## src/rtl/set_mode_ctrl.sv

```systemverilog
// set_mode_ctrl: push-button mode controller (RUN / SET_TIME / SET_ALARM) with debounced increment strobes.
// Optional hold-to-repeat of the increment strobes is enabled by defining SET_MODE_AUTO_REPEAT_EN.
module set_mode_ctrl #(
  parameter int unsigned DB_CYCLES      = 4,
  parameter int unsigned HOLD_CYCLES    = 16,
  parameter int unsigned RATE_CYCLES    = 4,
  parameter int unsigned TIMEOUT_CYCLES = 64
) (
  input  logic       clk,
  input  logic       reset_n,
  input  logic       switch,
  input  logic       push1,
  input  logic       push2,
  input  logic       push3,
  output logic [1:0] mode,
  output logic       setting,
  output logic       sel_alarm,
  output logic       inc_min,
  output logic       inc_hour
);

  localparam int unsigned NB   = 3;
  localparam int unsigned DB_W = $clog2(DB_CYCLES + 3);
  localparam int unsigned TO_W = $clog2(TIMEOUT_CYCLES + 1);
  localparam logic [DB_W-1:0] DB_LAST  = DB_W'(DB_CYCLES - 1);
  // Two extra samples cover the synchronizer flops still holding their reset value.
  localparam logic [DB_W-1:0] ARM_LAST = DB_W'(DB_CYCLES + 1);
  localparam logic [TO_W-1:0] TO_LAST  = TO_W'(TIMEOUT_CYCLES - 1);

  typedef enum logic [1:0] {
    RUN       = 2'b00,
    SET_TIME  = 2'b01,
    SET_ALARM = 2'b10
  } state_e;

  state_e          state_q, next_state;
  logic [NB-1:0]   push_raw_c, sync1_q, sync2_q, db_q, armed_q, press_q;
  logic [DB_W-1:0] db_cnt_q  [NB];
  logic [DB_W-1:0] arm_cnt_q [NB];
  logic [TO_W-1:0] idle_q;
  logic            in_set_c, timeout_c;
  logic [1:0]      strobe_c, rep_fire_c, inc_d_c;

  assign push_raw_c = {push3, push2, push1};
  assign in_set_c   = (state_q != RUN);
  assign mode       = state_q;

  // Two-flop synchronizers; reset to the released level.
  always_ff @(posedge clk or negedge reset_n) begin
    if (!reset_n) begin
      sync1_q <= '1;
      sync2_q <= '1;
    end else begin
      sync1_q <= push_raw_c;
      sync2_q <= sync1_q;
    end
  end

  // Debounce, press detection and post-reset arming (a button held through reset stays silent).
  always_ff @(posedge clk or negedge reset_n) begin
    if (!reset_n) begin
      db_q    <= '1;
      armed_q <= '0;
      press_q <= '0;
      for (int i = 0; i < NB; i++) begin
        db_cnt_q[i]  <= '0;
        arm_cnt_q[i] <= '0;
      end
    end else begin
      for (int i = 0; i < NB; i++) begin
        press_q[i] <= 1'b0;
        if (sync2_q[i] == db_q[i]) begin
          db_cnt_q[i] <= '0;
        end else if (db_cnt_q[i] == DB_LAST) begin
          db_cnt_q[i] <= '0;
          db_q[i]     <= sync2_q[i];
          press_q[i]  <= armed_q[i] & ~sync2_q[i];
        end else begin
          db_cnt_q[i] <= db_cnt_q[i] + DB_W'(1);
        end

        if (!sync2_q[i]) begin
          arm_cnt_q[i] <= '0;
        end else if (arm_cnt_q[i] == ARM_LAST) begin
          armed_q[i] <= 1'b1;
        end else begin
          arm_cnt_q[i] <= arm_cnt_q[i] + DB_W'(1);
        end
      end
    end
  end

  // Next-state logic; switch=0 in a set state overrides everything.
  always_comb begin
    next_state = state_q;
    timeout_c  = in_set_c && (idle_q == TO_LAST) && (press_q == '0);
    case (state_q)
      RUN:       if (press_q[0] && switch) next_state = SET_TIME;
      SET_TIME:  if (press_q[0])           next_state = SET_ALARM;
                 else if (timeout_c)       next_state = RUN;
      SET_ALARM: if (press_q[0] || timeout_c) next_state = RUN;
      default:   next_state = RUN;
    endcase
    if (in_set_c && !switch) next_state = RUN;
  end

  // A push1 event in the same cycle suppresses both increment strobes.
  always_comb begin
    strobe_c = '0;
    if (in_set_c && !press_q[0]) strobe_c = press_q[2:1];
  end

  assign inc_d_c = strobe_c | rep_fire_c;

  always_ff @(posedge clk or negedge reset_n) begin
    if (!reset_n) begin
      state_q   <= RUN;
      setting   <= 1'b0;
      sel_alarm <= 1'b0;
      inc_min   <= 1'b0;
      inc_hour  <= 1'b0;
      idle_q    <= '0;
    end else begin
      state_q   <= next_state;
      setting   <= (next_state != RUN);
      sel_alarm <= (next_state == SET_ALARM);
      inc_min   <= inc_d_c[0];
      inc_hour  <= inc_d_c[1];
      if (!in_set_c || (next_state != state_q) || (press_q != '0)) idle_q <= '0;
      else                                                         idle_q <= idle_q + TO_W'(1);
    end
  end

`ifdef SET_MODE_AUTO_REPEAT_EN
  localparam int unsigned RP_MAX = (HOLD_CYCLES > RATE_CYCLES) ? HOLD_CYCLES : RATE_CYCLES;
  localparam int unsigned RP_W   = $clog2(RP_MAX + 1);
  localparam logic [RP_W-1:0] HOLD_LAST = RP_W'(HOLD_CYCLES - 1);
  localparam logic [RP_W-1:0] RATE_LAST = RP_W'(RATE_CYCLES - 1);

  logic [1:0]      rep_act_q, rep_rate_q;
  logic [RP_W-1:0] rep_cnt_q [2];
  logic            keep_c;

  // Repeat only while held, in a set state, with no state change pending.
  always_comb begin
    keep_c = in_set_c && (next_state == state_q);
    for (int i = 0; i < 2; i++) begin
      rep_fire_c[i] = rep_act_q[i] && keep_c && !db_q[i+1] &&
                      (rep_cnt_q[i] == (rep_rate_q[i] ? RATE_LAST : HOLD_LAST));
    end
  end

  always_ff @(posedge clk or negedge reset_n) begin
    if (!reset_n) begin
      rep_act_q  <= '0;
      rep_rate_q <= '0;
      for (int i = 0; i < 2; i++) rep_cnt_q[i] <= '0;
    end else begin
      for (int i = 0; i < 2; i++) begin
        if (strobe_c[i]) begin
          rep_act_q[i]  <= 1'b1;
          rep_rate_q[i] <= 1'b0;
          rep_cnt_q[i]  <= '0;
        end else if (!rep_act_q[i] || !keep_c || db_q[i+1]) begin
          rep_act_q[i]  <= 1'b0;
        end else if (rep_fire_c[i]) begin
          rep_rate_q[i] <= 1'b1;
          rep_cnt_q[i]  <= '0;
        end else begin
          rep_cnt_q[i]  <= rep_cnt_q[i] + RP_W'(1);
        end
      end
    end
  end
`else
  assign rep_fire_c = '0;
`endif

endmodule
```

## config.mk

```make
export PLATFORM = sky130hd
export DESIGN_NAME = set_mode_ctrl
export DESIGN_NICKNAME = d
export VERILOG_FILES = /design/src/rtl/set_mode_ctrl.sv
export SDC_FILE = /design/constraint.sdc
export NUM_CORES = 1
export LEC_CHECK = 0
export CAP_MARGIN = 10
export CORE_ASPECT_RATIO = 1.1
export CORE_MARGIN = 4
export CORE_UTILIZATION = 55
export DETAILED_ROUTE_END_ITERATION = 10
export GPL_TIMING_DRIVEN = 0
export HOLD_SLACK_MARGIN = 0.03
export PLACE_DENSITY = 0.75
export SYNTH_ARGS = -nofsm -noshare
export SYNTH_HDL_FRONTEND = slang
export SYNTH_SLANG_ARGS = --single-unit
```

## constraint.sdc

```tcl
create_clock -name clk -period 1.8 [get_ports clk]
set_clock_uncertainty 0.05 [all_clocks]
set_input_delay 0.54 -clock clk [delete_from_list [all_inputs] [get_ports clk]]
set_output_delay 0.54 -clock clk [all_outputs]
set_load 0.02 [all_outputs]
```

==> report_table.html <==
<table>
<tr><th>Metric</th><th>Value</th></tr>
<tr><th colspan="2">Die</th></tr>
<tr><td>Width of the die</td><td>64.0 um</td></tr>
<tr><td>Top-Level Pins</td><td>12</td></tr>
<tr><td>Number of placement rows</td><td>22</td></tr>
<tr><td>Standard cell core area</td><td>3330 sq um</td></tr>
<tr><td>Die outline area</td><td>4450 sq um</td></tr>
<tr><td>Die height</td><td>69.6 um</td></tr>
<tr><td>Effective utilization at floorplan</td><td>0.569</td></tr>
<tr><th colspan="2">Placement</th></tr>
<tr><td>Number of placed instances with taps included</td><td>211</td></tr>
<tr><td>Post-DP HPWL</td><td>2120 um</td></tr>
<tr><td>Count of input and output buffers</td><td>11</td></tr>
<tr><td>Routability congestion estimate</td><td>0.882</td></tr>
<tr><th colspan="2">Clocking</th></tr>
<tr><td>Inserted Clock Buffers</td><td>5</td></tr>
<tr><td>Worst-path clk slew</td><td>0.12 ns</td></tr>
<tr><td>Root buffer cell</td><td>sky130_fd_sc_hd__clkbuf_4</td></tr>
<tr><td>Clock tree from TritonCTS</td><td>yes</td></tr>
<tr><td>Clock Tree Buf Depth</td><td>2</td></tr>
<tr><td>Worst-skew pair later-pin latency</td><td>0.35 ns</td></tr>
<tr><td>H-tree depth</td><td>2</td></tr>
<tr><td>CTS sink cnt</td><td>46</td></tr>
<tr><th colspan="2">Power and ir drop</th></tr>
<tr><td>Power density normalized to cell area</td><td>1030 nW/um^2</td></tr>
<tr><td>Leakage</td><td>1.02 nW</td></tr>
<tr><td>Worst IR Drop VDD</td><td>734 uV</td></tr>
<tr><td>Design Power</td><td>2.25 mW</td></tr>
<tr><th colspan="2">Global route</th></tr>
<tr><td>Wire length of the first global-routing pass</td><td>5110 um</td></tr>
<tr><td>Number of antenna violations at the first check in global routing</td><td>0</td></tr>
<tr><td>Number of global-route vias before repair</td><td>1229</td></tr>
<tr><td>Overall fraction of global-route tracks in use</td><td>0.147</td></tr>
<tr><td>Largest net degree at the start of global routing</td><td>33</td></tr>
<tr><td>Grt ovf</td><td>0</td></tr>
<tr><th colspan="2">Synth</th></tr>
<tr><td>Mapped Nets</td><td>167</td></tr>
<tr><td>Synthesized-area fraction occupied by adder cells</td><td>0.0660</td></tr>
<tr><td>Area share of the largest cell type after synthesis</td><td>0.488</td></tr>
<tr><td>Number of unique standard cell types used by synthesis</td><td>30</td></tr>
<tr><td>Share of synthesized flip-flops with an asynchronous set or reset</td><td>1.00</td></tr>
<tr><td>Cell types occupying the most area after synthesis</td><td>sky130_fd_sc_hd__dfrtp_1 49%, sky130_fd_sc_hd__dfstp_2 12%, sky130_fd_sc_hd__ha_1 6.6%</td></tr>
<tr><td>Primary FF master, synth</td><td>sky130_fd_sc_hd__dfrtp_1</td></tr>
<tr><td>Post-synthesis sequential area ratio</td><td>0.613</td></tr>
<tr><td>Post-synthesis xor/xnor area fraction</td><td>0.0462</td></tr>
<tr><td>Largest area contributor in the synthesized netlist</td><td>sky130_fd_sc_hd__dfrtp_1</td></tr>
<tr><td>Register bit count reported by yosys</td><td>46</td></tr>
<tr><td>Simple-gate portion of the synthesized area</td><td>0.162</td></tr>
<tr><td>Multiplexer share of the synthesized area</td><td>0.0238</td></tr>
<tr><td>Number of synthesized flops with an enable pin</td><td>0</td></tr>
<tr><td>Compound-cell area share of the yosys netlist</td><td>0.0713</td></tr>
<tr><td>Cell with the most instances after synthesis</td><td>sky130_fd_sc_hd__dfrtp_1</td></tr>
<tr><td>Post-synth top cells</td><td>37 x sky130_fd_sc_hd__dfrtp_1, 11 x sky130_fd_sc_hd__nand2_1, 10 x sky130_fd_sc_hd__ha_1, 10 x sky130_fd_sc_hd__nor2_1, 10 x sky130_fd_sc_hd__nor3b_1</td></tr>
<tr><td>Main combinational cell family by area after synthesis</td><td>simple AND/OR/NAND/NOR gates</td></tr>
<tr><td>Count of synthesis-stage warnings from yosys</td><td>0</td></tr>
<tr><td>Post-synthesis area per instance</td><td>12.6 sq um</td></tr>
<tr><td>Gate count of the mapped netlist</td><td>151</td></tr>
<tr><td>Total standard cell area after synthesis</td><td>1900 sq um</td></tr>
<tr><th colspan="2">Critical path</th></tr>
<tr><td>Crit. End Element</td><td>output port</td></tr>
<tr><td>Worst-path fanout max</td><td>7</td></tr>
<tr><td>Critical path buffer and inverter count</td><td>1</td></tr>
<tr><td>Nature of the critical path startpoint</td><td>flip-flop</td></tr>
<tr><td>Slowest stage delay, CP</td><td>0.47 ns</td></tr>
<tr><td>Cell-by-cell listing of the critical path</td><td>dlygate4sd2_1</td></tr>
<tr><td>Crit path max-delay family</td><td>flip-flops</td></tr>
<tr><td>Classification of the worst setup path</td><td>reg -&gt; out</td></tr>
<tr><td>R2R Setup Slk</td><td>0.17 ns</td></tr>
<tr><td>WP data arrival</td><td>1.15 ns</td></tr>
<tr><td>Number of cells on the worst reg-to-reg path</td><td>5</td></tr>
<tr><td>Startpoint of the most critical register-to-register path</td><td>idle_q[0]</td></tr>
<tr><td>Worst path slowest cell</td><td>sky130_fd_sc_hd__dfrtp_2</td></tr>
<tr><td>FF-to-FF End</td><td>sel_alarm</td></tr>
<tr><td>Critical Path RT</td><td>1.21 ns</td></tr>
<tr><th colspan="2">Worst hold path</th></tr>
<tr><td>Worst-case hold path end point</td><td>sync2_q[2]</td></tr>
<tr><td>HP Start</td><td>sync1_q[2]</td></tr>
<tr><td>Cell count of the worst hold path</td><td>0</td></tr>
<tr><td>Class of the worst hold path</td><td>reg -&gt; reg</td></tr>
<tr><th colspan="2">STA</th></tr>
<tr><td>Shortest clock period the worst path allows after layout</td><td>1.74 ns</td></tr>
<tr><td>Sum Neg Setup Slack</td><td>0 ns</td></tr>
<tr><td># setup viols final</td><td>0</td></tr>
<tr><td>Unrepaired setup endpoints after global routing</td><td>no</td></tr>
<tr><td>Hold_ws</td><td>0.316 ns</td></tr>
<tr><td>Pin slew with the least headroom to its limit</td><td>0.341 ns</td></tr>
<tr><td>Relative slew slack</td><td>0.771</td></tr>
<tr><td>Final count of hold timing violations</td><td>0</td></tr>
<tr><td>Max-slew violation total from the final report</td><td>0</td></tr>
<tr><td>Maximum frequency from static timing analysis</td><td>576 MHz</td></tr>
<tr><td>Post-route fraction of the period consumed by the critical path</td><td>0.965</td></tr>
<tr><th colspan="2">Detailed routing</th></tr>
<tr><td>Average via count per standard cell</td><td>5.23</td></tr>
<tr><td>DRC violations left</td><td>0</td></tr>
<tr><td>Remaining antenna violation count after routing</td><td>0</td></tr>
<tr><td>Iteration count of the initial detailed-routing pass</td><td>4</td></tr>
<tr><td>Number of DRC violations after detailed-routing iteration 0</td><td>76</td></tr>
<tr><td>Routed WL per cell</td><td>12.8 um</td></tr>
<tr><td>Vias after detailed routing</td><td>1162</td></tr>
<tr><td>Total detailed-routing wirelength</td><td>2850 um</td></tr>
<tr><th colspan="2">Status</th></tr>
<tr><td>Status</td><td>complete, no violations</td></tr>
<tr><th colspan="2">Cells and area</th></tr>
<tr><td>Ant diodes</td><td>0</td></tr>
<tr><td>Final Non-Filler Cells</td><td>222</td></tr>
<tr><td>Proportion of layout cells with a drive suffix above 1</td><td>0.190</td></tr>
<tr><td>Final layout net count</td><td>189</td></tr>
<tr><td>Area Overhead vs Synth</td><td>14.9%</td></tr>
<tr><th colspan="2">Run</th></tr>
<tr><td>Max-capacitance violation count</td><td>0</td></tr>
</table>
## worst max-delay path by stage
stage / endpoint / cells past startpoint / startpoint
floorplan: mode[1] / 5 / idle_q[0]
global placement: arm_cnt_q[6] / 1 / reset_n
detailed placement: idle_q[1] / 4 / switch
CTS: mode[1] / 1 / mode[1]
global route: mode[1] / 1 / mode[1]
finish: mode[1] / 1 / mode[1]
## metrics by stage
stage | instance area, sq um | setup WS (ns) | utilization
2_1_floorplan | 1900 | 0.364 | -
3_3_place_gp | 2070 | -0.962 | 0.620
3_5_place_dp | 2080 | -0.0604 | 0.625
4_1_cts | 2160 | 0.00675 | 0.649
5_1_grt | 2180 | 0.00714 | 0.654
6_report | 2180 | 0.0630 | 0.654
## cells by family (layout without fill, tap and decap cells)
family,Yosys count,after routing
xor+xnor,10,10
buf+inv,9,32
flops,46,46
fa+ha+maj,10,10
simple gates,53,53
compound gates,19,19
mux,4,4
## final cells by class
class                           count  area (sq um)
Clock inverter                      3          40.0
Fill cell                         246          1150
Multi-Input combinational cell     96           699
Inverter                            9          33.8
Timing Repair Buffer               15           143
Sequential cell                    46          1160
Clock buffer                        5          37.5
Tap cell                           48          60.1
## registers in the layout, summed over array words and instances, names as in the netlist, 2 cells and up
name / flops
arm_cnt_q: 9
db_cnt_q: 9
idle_q: 7
armed_q: 3
db_q: 3
press_q: 3
sync1_q: 3
sync2_q: 3
mode: 2
## repair_timing
item,CTS,global route
endpoints found under the setup margin,6,2
hold endpoints to repair,13,0
hold buffers,1,0
buffers inserted,0,2
resized for setup,7,1
## layer usage
metal  global-route usage  wire length [um]
met5                    0                 0
met4               0.0863                59
met3               0.0389               113
met2                0.253              1480
met1                0.161              1190
## cells in the final DEF, fill, tap and decap left out, types with 2 or more instances in the layout
cell	Yosys	layout
sky130_fd_sc_hd__xnor2_1	4	4
sky130_fd_sc_hd__dlygate4sd2_1	0	6
sky130_fd_sc_hd__o21ai_0	3	3
sky130_fd_sc_hd__a21oi_1	3	3
sky130_fd_sc_hd__and2_1	5	5
sky130_fd_sc_hd__mux2_2	4	4
sky130_fd_sc_hd__dfrtp_1	37	35
sky130_fd_sc_hd__nand2_1	11	11
sky130_fd_sc_hd__nor2b_1	3	3
sky130_fd_sc_hd__clkinv_2	0	2
sky130_fd_sc_hd__ha_1	10	10
sky130_fd_sc_hd__inv_1	9	9
sky130_fd_sc_hd__a31o_2	3	3
sky130_fd_sc_hd__buf_4	0	2
sky130_fd_sc_hd__a31oi_1	3	3
sky130_fd_sc_hd__dfstp_2	9	9
sky130_fd_sc_hd__dfrtp_2	0	2
sky130_fd_sc_hd__xor2_1	6	6
sky130_fd_sc_hd__and4b_1	2	2
sky130_fd_sc_hd__clkbuf_4	0	5
sky130_fd_sc_hd__o211a_1	3	3
sky130_fd_sc_hd__clkdlybuf4s50_1	0	4
sky130_fd_sc_hd__nor2_1	10	10
sky130_fd_sc_hd__nand3_1	2	2
sky130_fd_sc_hd__nor3b_1	10	10
sky130_fd_sc_hd__nor3_1	4	4
## where the power goes
| part | total (mW) | internal (mW) | switching, mW |
|---|---|---|---|
| registers | 1.31 | 1.21 | 0.0992 |
| clock network | 0.594 | 0.288 | 0.306 |
| logic | 0.344 | 0.192 | 0.152 |
Power figures use the tool's default switching activity.
==> variant 1, RTL diff (same settings) <==
Build with the macro `SET_MODE_AUTO_REPEAT_EN` defined.
--- a/src/rtl/set_mode_ctrl.sv
+++ b/src/rtl/set_mode_ctrl.sv
@@ -2,2 +2,4 @@
 // Optional hold-to-repeat of the increment strobes is enabled by defining SET_MODE_AUTO_REPEAT_EN.
+`define SET_MODE_AUTO_REPEAT_EN
+
 module set_mode_ctrl #(
Check against the original RTL: same outputs for any inputs over 10 cycles, from zero or initial values and one cycle with reset_n low; that may be too few to reach the edited logic, so the function may still have changed.
==> variant 1 against the unedited design <==
  * Total power rose by 47%
  * Setup slack got worse by 44 ps
  * Hold slack got worse by 88 ps
  * Cell area rose by 51%
  * Sequential cell count rose by 14
  * Global-route usage rose by 2.7 points
  * First-iteration DRC count rose by 20%
  * Routed wire length rose by 62%
  * Sequential power rose by 25%
  * Via count rose by 52%
  * Synthesized area rose by 42%
  * Critical path type is now reg2reg
  * Critical endpoint is now rep_cnt_q[4]$_DFFE_PN0P_
  * Largest cell class unchanged
  * Largest power group unchanged
==> variant 1: results (changes against the unedited design) <==
| Metric | Value |
|---|---|
| CP endpoint | `rep_cnt_q[4]$_DFFE_PN0P_ (was mode[1])` |
| Complex-gate fraction of the synthesized area | `12.90% (was 7.129%)` |
| Share of layout cells above drive strength 1 | `28.57% (was 18.97%)` |
| GRT Overall Usage | `17.43% (was 14.74%)` |
| Final min period | `1781 ps (was 1737 ps)` |
| Clk_lat worst skew | `330 ps (was 350 ps)` |
| Crit-path max FO | `5 (was 7)` |
| Iter 0 DRT Violations | `91 (was 76)` |
| Finished Layout Cells | `315 (was 222)` |
| Relative slew slack | `48.47% (was 77.08%)` |
| R2R cell count | `4 (was 5)` |
| Hold WC Path Type | `in2async (was reg2reg)` |
| Syn_nets | `241 (was 167)` |
| Unique masters post-synth | `49 (was 30)` |
| VDD IR max | `816.2 µV (was 733.7 µV)` |
| Global-route wire length before repair | `7.893 mm (was 5.106 mm)` |
| Reg2reg setup slack | `20 ps (was 170 ps)` |
| Clock transition at path regs | `70 ps (was 120 ps)` |
| Adder-Cell Fraction of Synth Area | `5.589% (was 6.601%)` |
| Routed len/inst | `14.68 µm (was 12.82 µm)` |
| Status | `completed (unchanged)` |
| Num CTS Buffers | `9 (was 5)` |
| CP Launch Point | `rep_cnt_q[2]$_DFFE_PN0P_ (was mode[1]$_DFF_PN0_)` |
| Crit path DAT | `1940 ps (was 1150 ps)` |
| Vias per inst | `5.622 (was 5.234)` |
| Register area share after synthesis | `56.31% (was 61.32%)` |
| Largest regs | `rep_cnt_q: 10 flops, arm_cnt_q: 9 flops, db_cnt_q: 9 flops (was arm_cnt_q: 9 flops, db_cnt_q: 9 flops, idle_q: 7 flops)` |
| Nets | `272 (was 189)` |
| Clock root cell | `clkbuf_8 (was clkbuf_4)` |
| Post-Synth XOR/XNOR Area | `4.192% (was 4.620%)` |
[variant 1: cell types whose count changed after synthesis, moves of 3 or more]
cell      delta
dfrtp_1     +14
nand2_1      +7
o31ai_1      +4
mux2i_1      +3
nand3b_1     +4
nand3_1      +7
inv_1        +3
o211ai_1     +3
o21ai_0      +4
a211oi_1     +3
[variant 1: critical path: cells and delay by family (launching register included)]
| kind | cells | cell delay (ps) |
|---|---|---|
| AND/OR/NAND/NOR | 2 | 680 |
| AO/OA/AOI/OAI | 2 | 480 |
| flip-flops | 1 | 430 |
[variant 1: cell type report]
class	count	area [µm²]
plain buffers	2	18.77
clock buffers	11	141.4
clock inverters	5	75.07
fillers	349	1396
inverters	12	45.04
multi-input cells	148	1236
flip-flops and latches	60	1516
well taps	56	70.07
repair buffers	21	185.2
[variant 1: metal layers]
metal	track usage, %	wire (µm)	up-vias
met3	4.084	130	12
met5	0	0	-
met4	11.39	139	0
li1	-	-	860
met2	25.92	2196	20
met1	22.60	2157	879
[variant 1: metrics by stage]
step | TNS, ps | utilization (%) | cell area, µm² | hold WS (ps)
2_1_floorplan | 0 | - | 2686 | 194.4
5_1_grt | -96.88 | 70.19 | 3288 | 277.4
3_5_place_dp | -4787 | 61.51 | 2882 | 297.2
3_3_place_gp | -101280 | 61.19 | 2867 | 296.1
4_1_cts | -713.9 | 68.11 | 3191 | 246.1
6_report | 0 | 70.19 | 3288 | 227.2
[variant 1: timing repair]
item                       CTS  global route
setup endpoints to repair   30            22
gates resized for setup     24            13
gates cloned                 0             0
pin swaps                    4             4
setup buffers                4             5
[variant 1: power by group]
| part | switching (W) | internal [W] |
|---|---|---|
| logic | 0.000166 | 0.000195 |
| registers | 0.000110 | 0.00153 |
| clock network | 0.000498 | 0.000810 |
==> variant 2, RTL diff (config.mk and constraints unchanged) <==
Without the edit above. Register the inputs `switch`, `push1`, `push2` and `push3` before use. The logic sees them one clock later. Comments in the files are not updated.
--- a/src/rtl/set_mode_ctrl.sv
+++ b/src/rtl/set_mode_ctrl.sv
@@ -35,2 +35,14 @@
 
+  logic switch_q;
+  logic push1_q;
+  logic push2_q;
+  logic push3_q;
+
+  always_ff @(posedge clk) begin
+    switch_q <= switch;
+    push1_q  <= push1;
+    push2_q  <= push2;
+    push3_q  <= push3;
+  end
+
   state_e          state_q, next_state;
@@ -43,3 +55,3 @@
 
-  assign push_raw_c = {push3, push2, push1};
+  assign push_raw_c = {push3_q, push2_q, push1_q};
   assign in_set_c   = (state_q != RUN);
@@ -97,3 +109,3 @@
     case (state_q)
-      RUN:       if (press_q[0] && switch) next_state = SET_TIME;
+      RUN:       if (press_q[0] && switch_q) next_state = SET_TIME;
       SET_TIME:  if (press_q[0])           next_state = SET_ALARM;
@@ -103,3 +115,3 @@
     endcase
-    if (in_set_c && !switch) next_state = RUN;
+    if (in_set_c && !switch_q) next_state = RUN;
   end
Behaviour: same outputs for any inputs over 10 cycles, from zero or initial values and one cycle with reset_n low; that may be too few to reach the edited logic, so the function may still have changed.
==> variant 2 against the unedited design <==
  * Sequential power increased by 8%
  * Cell area increased by 3.6%
  * Total power rose by 4.7%
  * Combinational power is 3% higher
  * Routed wire length up 4.6%
  * Clock power shrank 0.8%
  * Setup slack lost 7.7 ps
  * Sequential cell count grew 4
  * Count of clock-buffer cells in the layout rose by 3
  * Critical path type unchanged
  * Synthesized area increased by 4.4%
  * Synthesized cell count up 3.3%
==> variant 2: results (changes against the unedited design) <==
| Metric | Value |
|---|---|
| Nets | `193 (was 189)` |
| Placed Area | `2165 µm² (was 2081 µm²)` |
| Fraction of area in registers | `55.19% (was 53.48%)` |
| Synth top cells by count | `37 x dfrtp_1, 13 x nand2_1, 10 x ha_1 (was 37 x dfrtp_1, 11 x nand2_1, 10 x ha_1, 10 x nor2_1, 10 x nor3b_1)` |
| Met3 Usage GRT | `3.333% (was 3.890%)` |
| VDD IR max | `612.1 µV (was 733.7 µV)` |
| Iter 0 DRT Violations | `47 (was 76)` |
| Pre-CTS setup slack | `124.4 ps (was -60.36 ps)` |
| Asr flop ratio synth | `92.00% (was 100.0%)` |
| Largest net degree at the start of global routing | `44 (was 33)` |
| Adder-Cell Fraction of Synth Area | `6.321% (was 6.601%)` |
| Multi-input logic cell count | `97 (was 96)` |
| Post-Synth XOR/XNOR Area | `4.425% (was 4.620%)` |
| Status | `completed (unchanged)` |
| GRT Overall Usage | `14.99% (was 14.74%)` |
| Buffers, non-clock | `14 (was 15)` |
| Routability Congestion | `0.8309 (was 0.8818)` |
| Dpl hpwl | `2.205 mm (was 2.122 mm)` |
| Register area share after synthesis | `62.77% (was 61.32%)` |
| WL met3 | `102 µm (was 113 µm)` |
| Syn_nets | `172 (was 167)` |
| CTS sink cnt | `50 (was 46)` |
| Met1 Use GR | `15.72% (was 16.10%)` |
| Placed Cells | `216 (was 211)` |
| Mapped Cells | `156 (was 151)` |
| Complex-gate fraction of the synthesized area | `7.269% (was 7.129%)` |
| Clock buffers | `8 (was 5)` |
| Met2 WL | `1.622 mm (was 1.481 mm)` |
| Drt total wl | `2.977 mm (was 2.846 mm)` |
| Fraction of area in non-clock buffers | `5.990% (was 6.548%)` |
| Final hold slack | `252.4 ps (was 315.6 ps)` |
| Finished Layout Cells | `226 (was 222)` |
| Unique masters post-synth | `33 (was 30)` |
| Area Overhead vs Synth | `13.97% (was 14.92%)` |
==> variant 2: final timing paths <==
path / start / end / cells after the start
setup / recovery: mode[1]$_DFF_PN0_ / mode[1] / 1
hold / removal: push3_q$_DFF_P_ / sync1_q[2]$_DFF_PN1_ / 0
setup reg to reg: idle_q[0]$_DFF_PN0_ / mode[1]$_DFF_PN0_ / 5
hold reg to reg: push3_q$_DFF_P_ / sync1_q[2]$_DFF_PN1_ / 0
max in group asynchronous: reset_n / sync2_q[0]$_DFF_PN1_ / 3
min in group asynchronous: reset_n / db_cnt_q[3]$_DFF_PN0_ / 2
==> variant 2: power breakdown <==
part / internal (W) / switching [W] / total, W
Sequential: 0.00130 / 0.000107 / 0.00141
Combinational: 0.000193 / 0.000160 / 0.000353
Clock: 0.000268 / 0.000322 / 0.000589
Total: 0.00176 / 0.000589 / 0.00235
==> variant 2: timing repair <==
action	CTS	global route
hold buffers	1	0
gates resized for setup	7	1
endpoints found under the setup margin	6	2
setup buffers	0	1
gates cloned	0	0
hold endpoints to repair	3	0
